==> config.mk <==
export PLATFORM = sky130hd
export DESIGN_NAME = siso_xfer_ctrl
export DESIGN_NICKNAME = d
export VERILOG_FILES = /design/src/rtl/siso_xfer_pkg.sv /design/src/rtl/siso_bit_cnt.sv /design/src/rtl/siso_xfer_ctrl.sv
export SDC_FILE = /design/constraint.sdc
export NUM_CORES = 1
export LEC_CHECK = 0
export CAP_MARGIN = 10
export CORE_MARGIN = 2
export CORE_UTILIZATION = 48
export DETAILED_ROUTE_END_ITERATION = 10
export PLACE_DENSITY = 0.83
export SLEW_MARGIN = 30
export SYNTH_ARGS = -nofsm -noshare
export SYNTH_HDL_FRONTEND = slang
export SYNTH_SLANG_ARGS = --single-unit
==> constraint.sdc <==
create_clock -name clk -period 3.6 [get_ports clk]
set_clock_uncertainty 0.15 [all_clocks]
set_input_delay 0.36 -clock clk [delete_from_list [all_inputs] [get_ports clk]]
set_output_delay 0.36 -clock clk [all_outputs]
set_load 0.005 [all_outputs]
==> src/rtl/siso_xfer_pkg.sv <==
// siso_xfer_pkg
// Shared definitions for the SISO transfer controller:
//   - siso_xfer_state_t : FSM state encoding (IDLE, SHIFT, FLUSH, DONE)
//   - cnt_width()       : width of the transfer counter, which must reach
//                         WIDTH+DEPTH-1 without wrapping
package siso_xfer_pkg;

    typedef enum logic [1:0] {
        XFER_IDLE  = 2'd0,
        XFER_SHIFT = 2'd1,
        XFER_FLUSH = 2'd2,
        XFER_DONE  = 2'd3
    } siso_xfer_state_t;

    function automatic int cnt_width(input int width, input int depth);
        return $clog2(width + depth + 1);
    endfunction

endpackage

==> src/rtl/siso_bit_cnt.sv <==
// siso_bit_cnt
// Clear/enable up-counter shared by the send and capture paths of the
// transfer controller. It saturates at TERM, so it never wraps inside a
// transfer.
// Ports:
//   clk, rst : clock, asynchronous active-high reset
//   clr      : synchronous clear to 0 (has priority over en)
//   en       : count enable
//   cnt      : current count
//   tc       : high while cnt == TERM
module siso_bit_cnt #(
    parameter int CW   = 4,
    parameter int TERM = 11
) (
    input  logic          clk,
    input  logic          rst,
    input  logic          clr,
    input  logic          en,
    output logic [CW-1:0] cnt,
    output logic          tc
);

    localparam logic [CW-1:0] TERM_V = CW'(TERM);

    assign tc = (cnt == TERM_V);

    always_ff @(posedge clk or posedge rst) begin
        if (rst) begin
            cnt <= '0;
        end else if (clr) begin
            cnt <= '0;
        end else if (en && !tc) begin
            cnt <= cnt + CW'(1);
        end
    end

endmodule

==> src/rtl/siso_xfer_ctrl.sv <==
// siso_xfer_ctrl
// Sends a parallel word bit-serially into a free-running SISO chain of
// DEPTH flops and reassembles the word returning on the chain output.
// Handshakes: a transfer happens on a rising clk edge where valid and ready
// are both high; valid is never taken back by this block once raised, and
// ready is a pure function of the FSM state.
// Ports:
//   clk, rst             : clock, asynchronous active-high reset
//   in_data/in_valid     : word to send and its valid
//   in_ready             : high only in IDLE
//   si                   : registered serial bit to the chain input
//   so                   : serial bit from the chain output
//   out_data/out_valid   : reassembled word (registered) and its valid
//   out_ready            : consumer accepts out_data
//   busy                 : high in SHIFT, FLUSH and DONE
//   err                  : sticky loopback mismatch flag
// Optional feature: define SISO_XFER_CTRL_LOOPBACK_CHK_EN to compare the
// returned word with the sent word; otherwise err is tied low.
module siso_xfer_ctrl
    import siso_xfer_pkg::*;
#(
    parameter int WIDTH     = 8,
    parameter int DEPTH     = 4,
    parameter bit MSB_FIRST = 1'b1
) (
    input  logic             clk,
    input  logic             rst,
    input  logic [WIDTH-1:0] in_data,
    input  logic             in_valid,
    output logic             in_ready,
    output logic             si,
    input  logic             so,
    output logic [WIDTH-1:0] out_data,
    output logic             out_valid,
    input  logic             out_ready,
    output logic             busy,
    output logic             err
);

    localparam int CW = cnt_width(WIDTH, DEPTH);

    localparam logic [1:0] ST_IDLE  = XFER_IDLE;
    localparam logic [1:0] ST_SHIFT = XFER_SHIFT;
    localparam logic [1:0] ST_FLUSH = XFER_FLUSH;
    localparam logic [1:0] ST_DONE  = XFER_DONE;

    // Count value during the last SHIFT cycle and the first capture cycle.
    localparam logic [CW-1:0] LAST_SEND = CW'(WIDTH - 1);
    localparam logic [CW-1:0] FIRST_CAP = CW'(DEPTH);

    logic [1:0]       state;
    logic [CW-1:0]    cnt;
    logic             cnt_tc;
    logic             accept;
    logic             running;
    logic             cap_en;
    logic             first_bit;
    logic             next_bit;
    logic [WIDTH-1:0] send_reg;
    logic [WIDTH-1:0] cap_reg;
    logic [WIDTH-1:0] cap_nxt;

    // Word bit position of the k-th serial bit; capture uses the same map so
    // every returned bit lands where it was sent from.
    function automatic int bit_pos(input int k);
        return MSB_FIRST ? (WIDTH - 1 - k) : k;
    endfunction

    assign accept    = (state == ST_IDLE) && in_valid;
    assign running   = (state == ST_SHIFT) || (state == ST_FLUSH);
    // The bit driven at count c returns on so while the count is c+DEPTH.
    assign cap_en    = running && (cnt >= FIRST_CAP);
    assign in_ready  = (state == ST_IDLE);
    assign out_valid = (state == ST_DONE);
    assign busy      = (state != ST_IDLE);

    siso_bit_cnt #(
        .CW   (CW),
        .TERM (WIDTH + DEPTH - 1)
    ) u_bit_cnt (
        .clk (clk),
        .rst (rst),
        .clr (accept),
        .en  (running),
        .cnt (cnt),
        .tc  (cnt_tc)
    );

    // Bit selection by comparison loop keeps every index in range even when
    // the count-derived position falls outside the word.
    always_comb begin
        first_bit = 1'b0;
        next_bit  = 1'b0;
        cap_nxt   = cap_reg;
        for (int i = 0; i < WIDTH; i++) begin
            if (i == bit_pos(0)) begin
                first_bit = in_data[i];
            end
            if (i == bit_pos(int'(cnt) + 1)) begin
                next_bit = send_reg[i];
            end
            if (cap_en && (i == bit_pos(int'(cnt) - DEPTH))) begin
                cap_nxt[i] = so;
            end
        end
    end

    always_ff @(posedge clk or posedge rst) begin
        if (rst) begin
            state    <= ST_IDLE;
            si       <= 1'b0;
            send_reg <= '0;
            cap_reg  <= '0;
            out_data <= '0;
        end else begin
            si <= 1'b0;
            case (state)
                ST_IDLE: begin
                    if (accept) begin
                        send_reg <= in_data;
                        cap_reg  <= '0;
                        si       <= first_bit;
                        state    <= ST_SHIFT;
                    end
                end
                ST_SHIFT: begin
                    cap_reg <= cap_nxt;
                    if (cnt == LAST_SEND) begin
                        state <= ST_FLUSH;
                    end else begin
                        si <= next_bit;
                    end
                end
                ST_FLUSH: begin
                    cap_reg <= cap_nxt;
                    // Last capture always happens here since DEPTH >= 1.
                    if (cnt_tc) begin
                        out_data <= cap_nxt;
                        state    <= ST_DONE;
                    end
                end
                ST_DONE: begin
                    if (out_ready) begin
                        state <= ST_IDLE;
                    end
                end
                default: state <= ST_IDLE;
            endcase
        end
    end

`ifdef SISO_XFER_CTRL_LOOPBACK_CHK_EN
    logic err_q;

    always_ff @(posedge clk or posedge rst) begin
        if (rst) begin
            err_q <= 1'b0;
        end else if ((state == ST_FLUSH) && cnt_tc && (cap_nxt != send_reg)) begin
            err_q <= 1'b1;
        end
    end

    assign err = err_q;
`else
    assign err = 1'b0;
`endif

endmodule
==> out/metrics.cfg <==
[drt]
via_per_inst=5.506
drt-total-wl_um=3476
drc=0
wl_per_cell_um=14.92
detailedRoute.firstIterationViolations=46
dr_total_vias=1283
first_pass_iters=5
ant_nets=0

[final_layout]
fin_cells=233
nets=208
finalCoreUtilization_pct=60.37
drive_above_1_share_pct=12.83
area_growth_syn_to_layout_pct=17.55
num_antenna_cells=0

[timing]
slew_headroom_pct=57.84
worst_pin_slew_ns=0.6314
min_period_over_period_pct=66.51
fin_crit_ns=2.395
final-setup-viol-count=0
slew_violations=0
rsz0062_at_grt=no
fmax_ghz=0.4176
setup_tns_ns=0
finalHoldViolCount=0
whs_ns=0.2488

[logic_synthesis]
synth_compound_area_share_pct=14.48
synth-xor-area-share_pct=0.9986
syn_area_per_cell_um2=10.44
synthArstFlopShare_pct=100.0
netlist_area_um2=1754
synth-simple-area-share_pct=14.05
synth_cell_types=40
synth_top_cell_by_area=dfrtp_1
synth.mux.area_fraction_pct=13.55
postSynthCellCount=168
synthAdderAreaFrac_pct=6.419
synth_edf_count=0
yosysWarnings=0
syn_nets=190
synth_top_family_by_area=compound AO/OA/AOI/OAI gates
yosysSeqAreaShare_pct=44.22
ys_ff_latch=31
synth_top_area_share_pct=44.22
synthTopCellsByArea=dfrtp_1, ha_1, mux2i_1
synthFlopType=dfrtp_1

[global_route]
grt_pass1_vias=1300
grt_usage_pct=19.15
grt_busiest_layer=met2
met2_usage_pct=34.11
overflow=0
antenna_found_initial=0
grt_max_degree=32
grt_util_met1_pct=21.08
grt_pass1_wl_um=6051
grt_use_met3_pct=6.250

[setup_path]
cp_max_fo=20
worstPathArrival_ns=2.49
critPathLaunch=state[1]
crit_end=cap_reg[4]
worstSetupStartpointType=flip-flop
critical_path_class=reg2reg
r2r_slack_ns=1.21
cp_slowest_cell=ha_1
end_kind=flip-flop
path_cells=inv_1, ha_1, and3b_1, a21boi_1, a31o_1, a22o_1
r2r_end=cap_reg[4]
crit_required_ns=3.70
r2r_cells=6
slowest_delay_ns=0.70
r2r-start=state[1]

[hold_path]
hold_path_class=in2async

[floorplan]
core_area_um2=3416
dieArea_um2=4154
rows=21
initial_core_util_pct=51.36
die_y_um=64.45
io_pins=26
die-width_um=64.45

[clock_tree]
cts.sinks=31
ctsResizeCount=0
h-tree-depth=2
worstSkewPairLatency_ns=0.34
ctsHoldBuffers=0
cts_setup_buffers=0
clk_pin_slew_ns=0.10
cts_tree=yes
cts_max_path_buffers=2
cts_buffers=5
cts_root_buf=clkbuf_4

[power_and_ir_drop]
p_per_area_nw_per_um2=890.0
p_leak_nw=0.9430
peakVddDrop_v=0.0004084
total_power_mw=1.835

[job]
drv_cap=0

[placed_design]
placedCellCount=225
hpwl_um=2513
gp_congestion=0.7870
portBuffers=24

[outcome]
outcome=finished clean

critical path: cells and delay by family, from the launching register on:
kind	cells	cell delay (ns)
fa+ha+maj	1	0.70
compound gates	3	0.53
simple gates	1	0.45
flops	1	0.40
buf+inv	1	0.08
stage by stage:
step	area, µm²	setup WS (ns)
floorplan	1754	1.756
global placement	1976	1.387
detailed placement	1976	1.242
CTS	2062	1.223
global route	2062	1.063
finish	2062	1.205
report_power, final:
group          internal [mW]  leakage [nW]  switching [mW]  total, mW
registers              0.510         0.385           0.116      0.626
logic                  0.455         0.509           0.464      0.920
clock network          0.164        0.0482           0.125      0.289
cells in the final DEF (no fill, tap or decap), drive strengths merged:
cell,count
dfrtp,31
clkdlybuf4s50,24
nand2,21
mux2,13
o21ai,12
ha,9
mux2i,8
inv,8
a22o,7
nand3,6
nor2,6
clkbuf,6
a21oi,6
a21boi,3
a31oi,3
a31o,3
and2,2
nor3b,2
nand3b,2
nand4b,2
and2b,1
and3b,1
nand2b,1
o22ai,1
or2,1
nand4,1
xor2,1
xnor2,1
a2111o,1
a32o,1
conb,1
bufinv,1
clkinv,1
worst min-delay path by stage:
stage / from / end / slack (ns) / cells past startpoint
after global routing: rst / out_data[7] / 0.30 / 2
after floorplan: send_reg[2] / send_reg[2] / 0.30 / 1
final: rst / out_data[7] / 0.25 / 2
after global placement: out_data[5] / out_data[5] / 0.32 / 2
after CTS: rst / out_data[3] / 0.28 / 2
after detailed placement: send_reg[3] / send_reg[3] / 0.32 / 1
synth_stat cells (2+ instances only):
cell / instances
a21oi_1: 4
nor2_1: 5
nand2_1: 18
a31oi_1: 3
clkbuf_1: 3
a31o_1: 3
mux2_1: 6
ha_1: 9
and2_1: 2
nand4b_1: 2
nor3b_1: 2
dfrtp_1: 31
inv_1: 8
a21oi_2: 2
buf_6: 2
mux2_2: 4
mux2i_1: 8
o21ai_1: 9
mux2_4: 3
a22o_1: 7
nand2_2: 3
a21boi_1: 3
nand3_1: 5
buf_2: 7
nand3b_1: 2
o21ai_0: 3
cells by family after synthesis:
kind of cell               after synthesis
muxes                                   21
adders and majority gates                9
and+or+nand+nor                         46
DFF                                     31
buffers and inverters                   21
AOI/OAI and AO/OA                       37
xor gates and xnor gates                 2
other                                    1
routing by layer:
layer	vias up	wire [µm]
li1	627	-
met1	610	1429
met2	38	1815
met3	8	169
met4	0	61
met5	-	0
layout make-up:
cell class	count	area (µm²)
clock inverters	2	35.03
fillers	297	1354
inverters	8	30.03
well taps	46	57.56
flip-flops and latches	31	775.7
clock buffers	6	51.30
repair buffers	24	240.2
multi-input cells	116	872.1
Power figures use the tool's default switching activity.
